===== src/rtl/sdram_port_arbiter_if.sv =====
// Bundles the CPU, video and SDRAM-controller sides of the port arbiter into one interface.
// Latency: none; this is wiring only.
// Backpressure: level requests are held until the matching 1-cycle ack; the controller side holds mem_req until mem_ack.
// Ports: cpu_* (68000 bus side), vid_* (framebuffer prefetch side), mem_* (SDRAM controller side), timeout_err.
interface sdram_port_arbiter_if #(
  parameter int ADDR_W = 23
);
  logic              cpu_req;
  logic              cpu_we;
  logic [ADDR_W-1:0] cpu_addr;
  logic [15:0]       cpu_wdata;
  logic [1:0]        cpu_be;
  logic              cpu_ack;
  logic [15:0]       cpu_rdata;

  logic              vid_req;
  logic [ADDR_W-1:0] vid_addr;
  logic              vid_ack;
  logic [15:0]       vid_rdata;

  logic              mem_req;
  logic              mem_we;
  logic [ADDR_W-1:0] mem_addr;
  logic [15:0]       mem_wdata;
  logic [1:0]        mem_be;
  logic              mem_ack;
  logic [15:0]       mem_rdata;

  logic              timeout_err;

  // Arbiter side: consumes requests and controller responses, drives acks and the controller port.
  modport master (
    input  cpu_req, cpu_we, cpu_addr, cpu_wdata, cpu_be,
    input  vid_req, vid_addr,
    input  mem_ack, mem_rdata,
    output cpu_ack, cpu_rdata, vid_ack, vid_rdata,
    output mem_req, mem_we, mem_addr, mem_wdata, mem_be,
    output timeout_err
  );

  // Environment side: requesters plus the SDRAM controller.
  modport slave (
    output cpu_req, cpu_we, cpu_addr, cpu_wdata, cpu_be,
    output vid_req, vid_addr,
    output mem_ack, mem_rdata,
    input  cpu_ack, cpu_rdata, vid_ack, vid_rdata,
    input  mem_req, mem_we, mem_addr, mem_wdata, mem_be,
    input  timeout_err
  );
endinterface


===== src/rtl/sdram_port_arbiter.sv =====
// Shares one 16-bit SDRAM controller port between the CPU and the video prefetcher; video wins unless the CPU has aged out.
// Latency: request seen in IDLE at t, mem_req at t+1, requester ack one cycle after mem_ack (minimum t+2); grants 3 cycles apart.
// Backpressure: requests are level-held until ack; mem_req is held until mem_ack or until the watchdog aborts after TIMEOUT cycles.
// Ports: clk, reset_n (sync, active-low); bus = sdram_port_arbiter_if.master carrying cpu_*, vid_*, mem_* and timeout_err.
module sdram_port_arbiter #(
  parameter int ADDR_W       = 23,
  parameter int MAX_CPU_WAIT = 16,
  parameter int TIMEOUT      = 255
) (
  input  logic                         clk,
  input  logic                         reset_n,
  sdram_port_arbiter_if.master         bus
);

  localparam int WAIT_W = $clog2(MAX_CPU_WAIT + 1);
  localparam int WD_W   = $clog2(TIMEOUT + 1);
  localparam logic [WAIT_W-1:0] WAIT_MAX = WAIT_W'(MAX_CPU_WAIT);
  // Watchdog value during the last BUSY cycle before an abort.
  localparam logic [WD_W-1:0]   WD_LAST  = WD_W'(TIMEOUT - 1);

  typedef enum logic [1:0] {IDLE, CPU_BUSY, VID_BUSY, RELEASE} state_t;

  state_t              state_q, state_d;
  logic                own_cpu_q, own_cpu_d;
  logic [WAIT_W-1:0]   cpu_wait_q, cpu_wait_d;
  logic [WD_W-1:0]     wd_q, wd_d;
  logic                mem_req_q, mem_req_d;
  logic                mem_we_q, mem_we_d;
  logic [ADDR_W-1:0]   mem_addr_q, mem_addr_d;
  logic [15:0]         mem_wdata_q, mem_wdata_d;
  logic [1:0]          mem_be_q, mem_be_d;
  logic                cpu_ack_q, cpu_ack_d;
  logic                vid_ack_q, vid_ack_d;
  logic [15:0]         cpu_rdata_q, cpu_rdata_d;
  logic [15:0]         vid_rdata_q, vid_rdata_d;
  logic                terr_q, terr_d;
  logic                grant_cpu;
  logic                finish;

  always_comb begin
    state_d     = state_q;
    own_cpu_d   = own_cpu_q;
    cpu_wait_d  = cpu_wait_q;
    wd_d        = wd_q;
    mem_req_d   = mem_req_q;
    mem_we_d    = mem_we_q;
    mem_addr_d  = mem_addr_q;
    mem_wdata_d = mem_wdata_q;
    mem_be_d    = mem_be_q;
    cpu_ack_d   = 1'b0;
    vid_ack_d   = 1'b0;
    cpu_rdata_d = cpu_rdata_q;
    vid_rdata_d = vid_rdata_q;
    terr_d      = terr_q;
    finish      = 1'b0;

    // Video has priority unless the CPU has been kept waiting long enough.
    grant_cpu = bus.cpu_req && (!bus.vid_req || (cpu_wait_q >= WAIT_MAX));

    case (state_q)
      IDLE: begin
        if (grant_cpu) begin
          state_d     = CPU_BUSY;
          own_cpu_d   = 1'b1;
          wd_d        = '0;
          mem_req_d   = 1'b1;
          mem_we_d    = bus.cpu_we;
          mem_addr_d  = bus.cpu_addr;
          mem_wdata_d = bus.cpu_wdata;
          mem_be_d    = bus.cpu_be;
        end else if (bus.vid_req) begin
          // Video has no write data; mem_wdata keeps its last value.
          state_d    = VID_BUSY;
          own_cpu_d  = 1'b0;
          wd_d       = '0;
          mem_req_d  = 1'b1;
          mem_we_d   = 1'b0;
          mem_addr_d = bus.vid_addr;
          mem_be_d   = 2'b11;
        end
      end
      CPU_BUSY, VID_BUSY: begin
        // A late mem_ack on the watchdog's final cycle still delivers its data.
        if (bus.mem_ack) begin
          finish = 1'b1;
          if (own_cpu_q) begin
            if (!mem_we_q) cpu_rdata_d = bus.mem_rdata;
          end else begin
            vid_rdata_d = bus.mem_rdata;
          end
        end else if (wd_q == WD_LAST) begin
          finish = 1'b1;
          terr_d = 1'b1;
        end else begin
          wd_d = wd_q + 1'b1;
        end
        if (finish) begin
          state_d   = RELEASE;
          mem_req_d = 1'b0;
          cpu_ack_d = own_cpu_q;
          vid_ack_d = !own_cpu_q;
        end
      end
      default: state_d = IDLE;  // RELEASE lasts exactly one cycle
    endcase

    // CPU ageing: counts cycles the CPU asks but does not own the port.
    if (!bus.cpu_req) begin
      cpu_wait_d = '0;
    end else if ((state_q == IDLE) && grant_cpu) begin
      cpu_wait_d = '0;
    end else if ((state_q == CPU_BUSY) || ((state_q == RELEASE) && own_cpu_q)) begin
      cpu_wait_d = cpu_wait_q;
    end else if (cpu_wait_q < WAIT_MAX) begin
      cpu_wait_d = cpu_wait_q + 1'b1;
    end
  end

  always_ff @(posedge clk) begin
    if (!reset_n) begin
      state_q     <= IDLE;
      own_cpu_q   <= 1'b0;
      cpu_wait_q  <= '0;
      wd_q        <= '0;
      mem_req_q   <= 1'b0;
      mem_we_q    <= 1'b0;
      mem_addr_q  <= '0;
      mem_wdata_q <= '0;
      mem_be_q    <= '0;
      cpu_ack_q   <= 1'b0;
      vid_ack_q   <= 1'b0;
      cpu_rdata_q <= '0;
      vid_rdata_q <= '0;
      terr_q      <= 1'b0;
    end else begin
      state_q     <= state_d;
      own_cpu_q   <= own_cpu_d;
      cpu_wait_q  <= cpu_wait_d;
      wd_q        <= wd_d;
      mem_req_q   <= mem_req_d;
      mem_we_q    <= mem_we_d;
      mem_addr_q  <= mem_addr_d;
      mem_wdata_q <= mem_wdata_d;
      mem_be_q    <= mem_be_d;
      cpu_ack_q   <= cpu_ack_d;
      vid_ack_q   <= vid_ack_d;
      cpu_rdata_q <= cpu_rdata_d;
      vid_rdata_q <= vid_rdata_d;
      terr_q      <= terr_d;
    end
  end

  assign bus.cpu_ack     = cpu_ack_q;
  assign bus.cpu_rdata   = cpu_rdata_q;
  assign bus.vid_ack     = vid_ack_q;
  assign bus.vid_rdata   = vid_rdata_q;
  assign bus.mem_req     = mem_req_q;
  assign bus.mem_we      = mem_we_q;
  assign bus.mem_addr    = mem_addr_q;
  assign bus.mem_wdata   = mem_wdata_q;
  assign bus.mem_be      = mem_be_q;
  assign bus.timeout_err = terr_q;

endmodule

===== src/flat_wrapper.sv =====
// flat-port wrapper written by rule: the top's interface ports become plain ports
module sdram_port_arbiter_flat 
#(
  parameter int ADDR_W       = 23,
  parameter int MAX_CPU_WAIT = 16,
  parameter int TIMEOUT      = 255
)
  (clk, reset_n, bus_cpu_req, bus_cpu_we, bus_cpu_addr, bus_cpu_wdata, bus_cpu_be, bus_vid_req, bus_vid_addr, bus_mem_ack, bus_mem_rdata, bus_cpu_ack, bus_cpu_rdata, bus_vid_ack, bus_vid_rdata, bus_mem_req, bus_mem_we, bus_mem_addr, bus_mem_wdata, bus_mem_be, bus_timeout_err);
  sdram_port_arbiter_if #(.ADDR_W(ADDR_W)) bus_i ();
  input  logic clk;
  input  logic reset_n;
  input wire logic [$bits(bus_i.cpu_req)-1:0] bus_cpu_req;
  input wire logic [$bits(bus_i.cpu_we)-1:0] bus_cpu_we;
  input wire logic [$bits(bus_i.cpu_addr)-1:0] bus_cpu_addr;
  input wire logic [$bits(bus_i.cpu_wdata)-1:0] bus_cpu_wdata;
  input wire logic [$bits(bus_i.cpu_be)-1:0] bus_cpu_be;
  input wire logic [$bits(bus_i.vid_req)-1:0] bus_vid_req;
  input wire logic [$bits(bus_i.vid_addr)-1:0] bus_vid_addr;
  input wire logic [$bits(bus_i.mem_ack)-1:0] bus_mem_ack;
  input wire logic [$bits(bus_i.mem_rdata)-1:0] bus_mem_rdata;
  output wire logic [$bits(bus_i.cpu_ack)-1:0] bus_cpu_ack;
  output wire logic [$bits(bus_i.cpu_rdata)-1:0] bus_cpu_rdata;
  output wire logic [$bits(bus_i.vid_ack)-1:0] bus_vid_ack;
  output wire logic [$bits(bus_i.vid_rdata)-1:0] bus_vid_rdata;
  output wire logic [$bits(bus_i.mem_req)-1:0] bus_mem_req;
  output wire logic [$bits(bus_i.mem_we)-1:0] bus_mem_we;
  output wire logic [$bits(bus_i.mem_addr)-1:0] bus_mem_addr;
  output wire logic [$bits(bus_i.mem_wdata)-1:0] bus_mem_wdata;
  output wire logic [$bits(bus_i.mem_be)-1:0] bus_mem_be;
  output wire logic [$bits(bus_i.timeout_err)-1:0] bus_timeout_err;
  assign bus_i.cpu_req = bus_cpu_req;
  assign bus_i.cpu_we = bus_cpu_we;
  assign bus_i.cpu_addr = bus_cpu_addr;
  assign bus_i.cpu_wdata = bus_cpu_wdata;
  assign bus_i.cpu_be = bus_cpu_be;
  assign bus_i.vid_req = bus_vid_req;
  assign bus_i.vid_addr = bus_vid_addr;
  assign bus_i.mem_ack = bus_mem_ack;
  assign bus_i.mem_rdata = bus_mem_rdata;
  assign bus_cpu_ack = bus_i.cpu_ack;
  assign bus_cpu_rdata = bus_i.cpu_rdata;
  assign bus_vid_ack = bus_i.vid_ack;
  assign bus_vid_rdata = bus_i.vid_rdata;
  assign bus_mem_req = bus_i.mem_req;
  assign bus_mem_we = bus_i.mem_we;
  assign bus_mem_addr = bus_i.mem_addr;
  assign bus_mem_wdata = bus_i.mem_wdata;
  assign bus_mem_be = bus_i.mem_be;
  assign bus_timeout_err = bus_i.timeout_err;
  sdram_port_arbiter #(.ADDR_W(ADDR_W), .MAX_CPU_WAIT(MAX_CPU_WAIT), .TIMEOUT(TIMEOUT)) u_core (.clk(clk), .reset_n(reset_n), .bus(bus_i));
endmodule

===== config.mk =====
export PLATFORM = sky130hd
export DESIGN_NAME = sdram_port_arbiter_flat
export DESIGN_NICKNAME = d
export VERILOG_FILES = /design/src/rtl/sdram_port_arbiter_if.sv /design/src/rtl/sdram_port_arbiter.sv /design/src/flat_wrapper.sv
export SDC_FILE = /design/constraint.sdc
export NUM_CORES = 1
export LEC_CHECK = 0
export ABC_AREA = 1
export CAP_MARGIN = 10
export CELL_PAD_IN_SITES_DETAIL_PLACEMENT = 0
export CELL_PAD_IN_SITES_GLOBAL_PLACEMENT = 1
export CORE_MARGIN = 2
export CORE_UTILIZATION = 30
export CTS_CLUSTER_DIAMETER = 80
export CTS_CLUSTER_SIZE = 12
export DETAILED_ROUTE_END_ITERATION = 8
export PLACE_DENSITY = 0.8
export SETUP_SLACK_MARGIN = 0.1
export SYNTH_ARGS = -nofsm -noshare
export SYNTH_HDL_FRONTEND = slang
export SYNTH_SLANG_ARGS = --single-unit

===== constraint.sdc =====
create_clock -name clk -period 1.8 [get_ports clk]
set_input_delay 0.27 -clock clk [delete_from_list [all_inputs] [get_ports clk]]
set_output_delay 0.27 -clock clk [all_outputs]
set_load 0.01 [all_outputs]

==> summary by stage, run 1 <==
Setup path
The kind of end point of the critical path is a primary output. The signal on the critical path passes through clkdlybuf4s50_1. The start-to-end type of the worst setup path is flip-flop to primary output. The nature of the critical path startpoint is a flip-flop. The maximum fanout count along the critical path is 3. The count of buffering cells on the critical path with inverters included is 1. The required arrival time at the worst endpoint is 1.53 ns. The slowest stage cell on the critical path is sky130_fd_sc_hd__clkdlybuf4s50_1.

The data arrival time at the worst-slack endpoint is 1.27 ns. On the critical path the largest part of the delay comes from buffers and inverters. The worst stage delay on the critical path is 0.56 ns.

Timing
Clock skew on the completed layout was measured at 0.01065 ns. Of the available clock period, the critical path in the final layout requires 0.8580. Setup repair after global routing left no endpoint under its margin. The shortest period the worst path allows is 1.544 ns. Timing would allow up to 0.6475 GHz. The setup TNS is 0 ns. Hold is met by 0.4656 ns. The transition at the pin with the smallest max-transition slack is 0.5083 ns. The count of final max-slew check failures was 0. Setup violations remaining at the end of the flow were counted as 0. The worst pin sits at a relative slew slack of 0.6606. The number of hold violations in the final report is 0.

Place
The count of buffers added on input and output ports is 163. Routability-driven placement finished with a final weighted congestion of 0.7960. Detailed placement finished with a half-perimeter wire length of 7928 um.

Power
The internal cell power is 4856 uW. In this run the static leakage power is 0.002671 uW. The share of total power dissipated in combinational logic is 0.392. The share of total power dissipated in the clock network is 0.241. The switching power of the nets is 2556 uW.

The share of total power in sequential cells is 0.367. The power per cell area is 1186 mW/mm2. The peak ir drop on the vdd network is 0.7514 mV. Of the total power, the share spent switching nets is 0.3449.

Floorplan
The die span in x is 120.5 um. The height of the die is 120.5 um. The area of the core is 0.01324 mm2. The site row count is 42. The die outline area is 0.01452 mm2. The initial utilization of the core area, before any placement, comes to 0.3075. The number of top-level pins is 164.

Yosys
The number of enable flip-flop cells after synthesis is 0. Yosys printed 0 warnings. Counting every net in the synthesized netlist gives 673. The post-synthesis cell type with the largest combined area is sky130_fd_sc_hd__dfxtp_1. The fraction of registers with async set or reset after synthesis is 0. By area the synthesized netlist is led by sky130_fd_sc_hd__dfxtp_1 (46%), sky130_fd_sc_hd__nor2_1 (12%), sky130_fd_sc_hd__nand2_1 (9.4%). The flip-flop and latch count after synthesis is 94.

The synthesized netlist contains 30 unique library cells. The count of mapped cells out of synthesis is 580. In this run the cell area of the synthesized design comes to 0.004073 mm2.

The flip-flop cell with the highest count after synthesis is sky130_fd_sc_hd__dfxtp_1. The average cell area after synthesis is 7.022 um2. The commonest cells after synthesis are sky130_fd_sc_hd__nor2_1 (132), sky130_fd_sc_hd__nand2_1 (102), sky130_fd_sc_hd__dfxtp_1 (94).

The sequential share of the synthesized area is 0.4621. The most frequently used cell type in the post-synthesis netlist is sky130_fd_sc_hd__nor2_1. The top cell type's share of synthesized area is 0.4621.

Route
The average wire length per cell after detail routing is 11.48 um. The routed design has 10,630 um of wire. The detailed router placed 4,074 vias in this run. The DRC violations left is 0. The number of nets with antenna violations after routing is 0. The first routing iteration left 167 violations. Before antenna repair, the detailed router went through 4 iterations.

The via-per-instance ratio is 4.400.

Layout
The final layout contains 838 nets. The area growth from synthesis to final layout is 53.39%. The count of antenna diodes in the layout is 0. The layout has 1,315 filler cells. In the final layout, the share of cells above drive strength 1 is 0.07200.

CTS
CTS saw 94 sinks. The tree is rooted in a sky130_fd_sc_hd__clkbuf_16. The clock tree from TritonCTS is built.

The clock-pin slew on the worst setup and hold paths is 0.07 ns. The count of hold buffers inserted by post-cts repair is 0. The total CTS buffers is 9. The largest buffer count on any clock path is 2.

The total number of H-tree levels is 3. The worst-skew pair later-pin latency is 0.35 ns. In this run the post-CTS setup repair buffer count came out at 0. The total of cells resized after clock tree synthesis is 0.

Global route
The initial antenna violation count was 0. The global route total overflow is 0. The pin count of the biggest net entering global routing is 48. The number of global-route vias before repair was 3,821.

The overall fraction of global-route tracks in use is 0.1488. The first-pass GRT wire length is 17,500 um.

Outcome
The run finished with clean final reports.

Job
The max-cap violation count is 0.

Worst hold path
The path class of the tightest hold or removal check is flip-flop to flip-flop.
cell usage in the layout (no fill, tap or decap), types with 6 or more instances in the layout:
master | netlist | layout
sky130_fd_sc_hd__clkbuf_16 | 0 | 9
sky130_fd_sc_hd__clkdlybuf4s50_1 | 0 | 163
sky130_fd_sc_hd__dfxtp_1 | 94 | 93
sky130_fd_sc_hd__a21oi_1 | 29 | 29
sky130_fd_sc_hd__inv_1 | 67 | 67
sky130_fd_sc_hd__nand2_1 | 102 | 101
sky130_fd_sc_hd__nand3_1 | 8 | 8
sky130_fd_sc_hd__nand4_1 | 6 | 6
sky130_fd_sc_hd__ha_1 | 7 | 6
sky130_fd_sc_hd__buf_4 | 6 | 15
sky130_fd_sc_hd__o21ai_1 | 48 | 47
sky130_fd_sc_hd__o21ai_0 | 36 | 36
sky130_fd_sc_hd__nor2_1 | 132 | 132
routing by layer:
metal,vias up,global-route usage,share of wire
li1,2146,-,-
met1,1806,0.1795,0.45
met2,118,0.2465,0.47
met3,4,0.06132,0.078
met4,0,0.03634,0.0025
met5,-,0,0
sequential cells by signal (all words and copies together), names as in the netlist:
register                flops
u_core.bus.mem_wdata       16
u_core.wd_q                 8
u_core.bus.mem_addr        23
u_core.bus.mem_be           2
u_core.bus.vid_rdata       16
u_core.own_cpu_q            1
u_core.bus.mem_req          1
u_core.bus.cpu_rdata       16
u_core.bus.mem_we           1
u_core.bus.timeout_err      1
u_core.cpu_wait_q           5
u_core.bus.vid_ack          1
u_core.bus.cpu_ack          1
u_core.state_q              2
cell families (layout without fill, tap and decap cells):
logic type / Yosys count / after routing / share of synthesized area
compound gates: 117 / 117 / 0.1499
xor+xnor: 1 / 1 / 0.002151
fa+ha+maj: 7 / 7 / 0.02150
buf+inv: 99 / 269 / 0.1029
flops: 94 / 94 / 0.4621
simple gates: 262 / 262 / 0.2614
path summary, 6_finish.rpt:
check | startpoint | to | slack, ns | cells past startpoint
worst min register to register | u_core.bus.mem_wdata[3]$_SDFFE_PN0P_ | u_core.bus.mem_wdata[3]$_SDFFE_PN0P_ | 0.47 | 2
worst max-delay path | u_core.bus.mem_we$_SDFFE_PN0P_ | bus_mem_we | 0.26 | 1
worst min-delay path | u_core.bus.mem_wdata[3]$_SDFFE_PN0P_ | u_core.bus.mem_wdata[3]$_SDFFE_PN0P_ | 0.47 | 2
worst max register to register | u_core.state_q[1]$_SDFFE_PN0P_ | u_core.bus.mem_addr[21]$_SDFFE_PN0P_ | 0.33 | 8
metrics by stage:
step           setup slack [ns]  power [uW]  instances    util  area (um2)
3_3_place_gp             0.1484        5585        910  0.4488        5943
4_1_cts                  0.1166        7462        926  0.4700        6223
6_report                 0.2555        7412        926  0.4718        6247
3_5_place_dp             0.1128        5629        910  0.4488        5943
5_1_grt                  0.1523        7972        926  0.4718        6247
2_1_floorplan            0.2386        4290        580       -        4073
cell type report:
class | count | area [um2] | area share
clock buffer | 9 | 225.2 | 0.03605
clock inverter | 7 | 55.05 | 0.008812
inverter | 73 | 276.5 | 0.04426
multi-input combinational | 387 | 1803 | 0.2886
sequential | 94 | 1883 | 0.3014
tap | 176 | 220.2 | 0.03525
timing repair buffer | 180 | 1784 | 0.2856
power by group through the flow:
| stage | registers, uW | clock network [uW] | logic [uW] |
|---|---|---|---|
| 2_1_floorplan | 2920 | 0 | 1370 |
| 3_3_place_gp | 2760 | 0 | 2830 |
| 3_5_place_dp | 2760 | 0 | 2870 |
| 4_1_cts | 2720 | 1860 | 2880 |
| 5_1_grt | 2780 | 1940 | 3250 |
| 6_report | 2720 | 1780 | 2910 |
Note: power is estimated with default switching activity, not from simulation.
==> run 2, diff against run 1 <==
--- a/config.mk
+++ b/config.mk
@@ -6,6 +6,7 @@
 export NUM_CORES = 1
 export LEC_CHECK = 0
 export ABC_AREA = 1
+export ABC_CLOCK_PERIOD_IN_PS = 1800
 export CAP_MARGIN = 10
 export CELL_PAD_IN_SITES_DETAIL_PLACEMENT = 0
 export CELL_PAD_IN_SITES_GLOBAL_PLACEMENT = 1
==> results of run 2 <==
The final DEF is identical to that of run 1; final timing and power are the same.
==> run 3, diff against run 2 <==
--- a/config.mk
+++ b/config.mk
@@ -17,6 +17,7 @@
 export DETAILED_ROUTE_END_ITERATION = 8
 export PLACE_DENSITY = 0.8
 export SETUP_SLACK_MARGIN = 0.1
+export SLEW_MARGIN = 30
 export SYNTH_ARGS = -nofsm -noshare
 export SYNTH_HDL_FRONTEND = slang
 export SYNTH_SLANG_ARGS = --single-unit
==> results of run 3 <==
The final DEF is identical to that of run 1; final timing and power are the same.
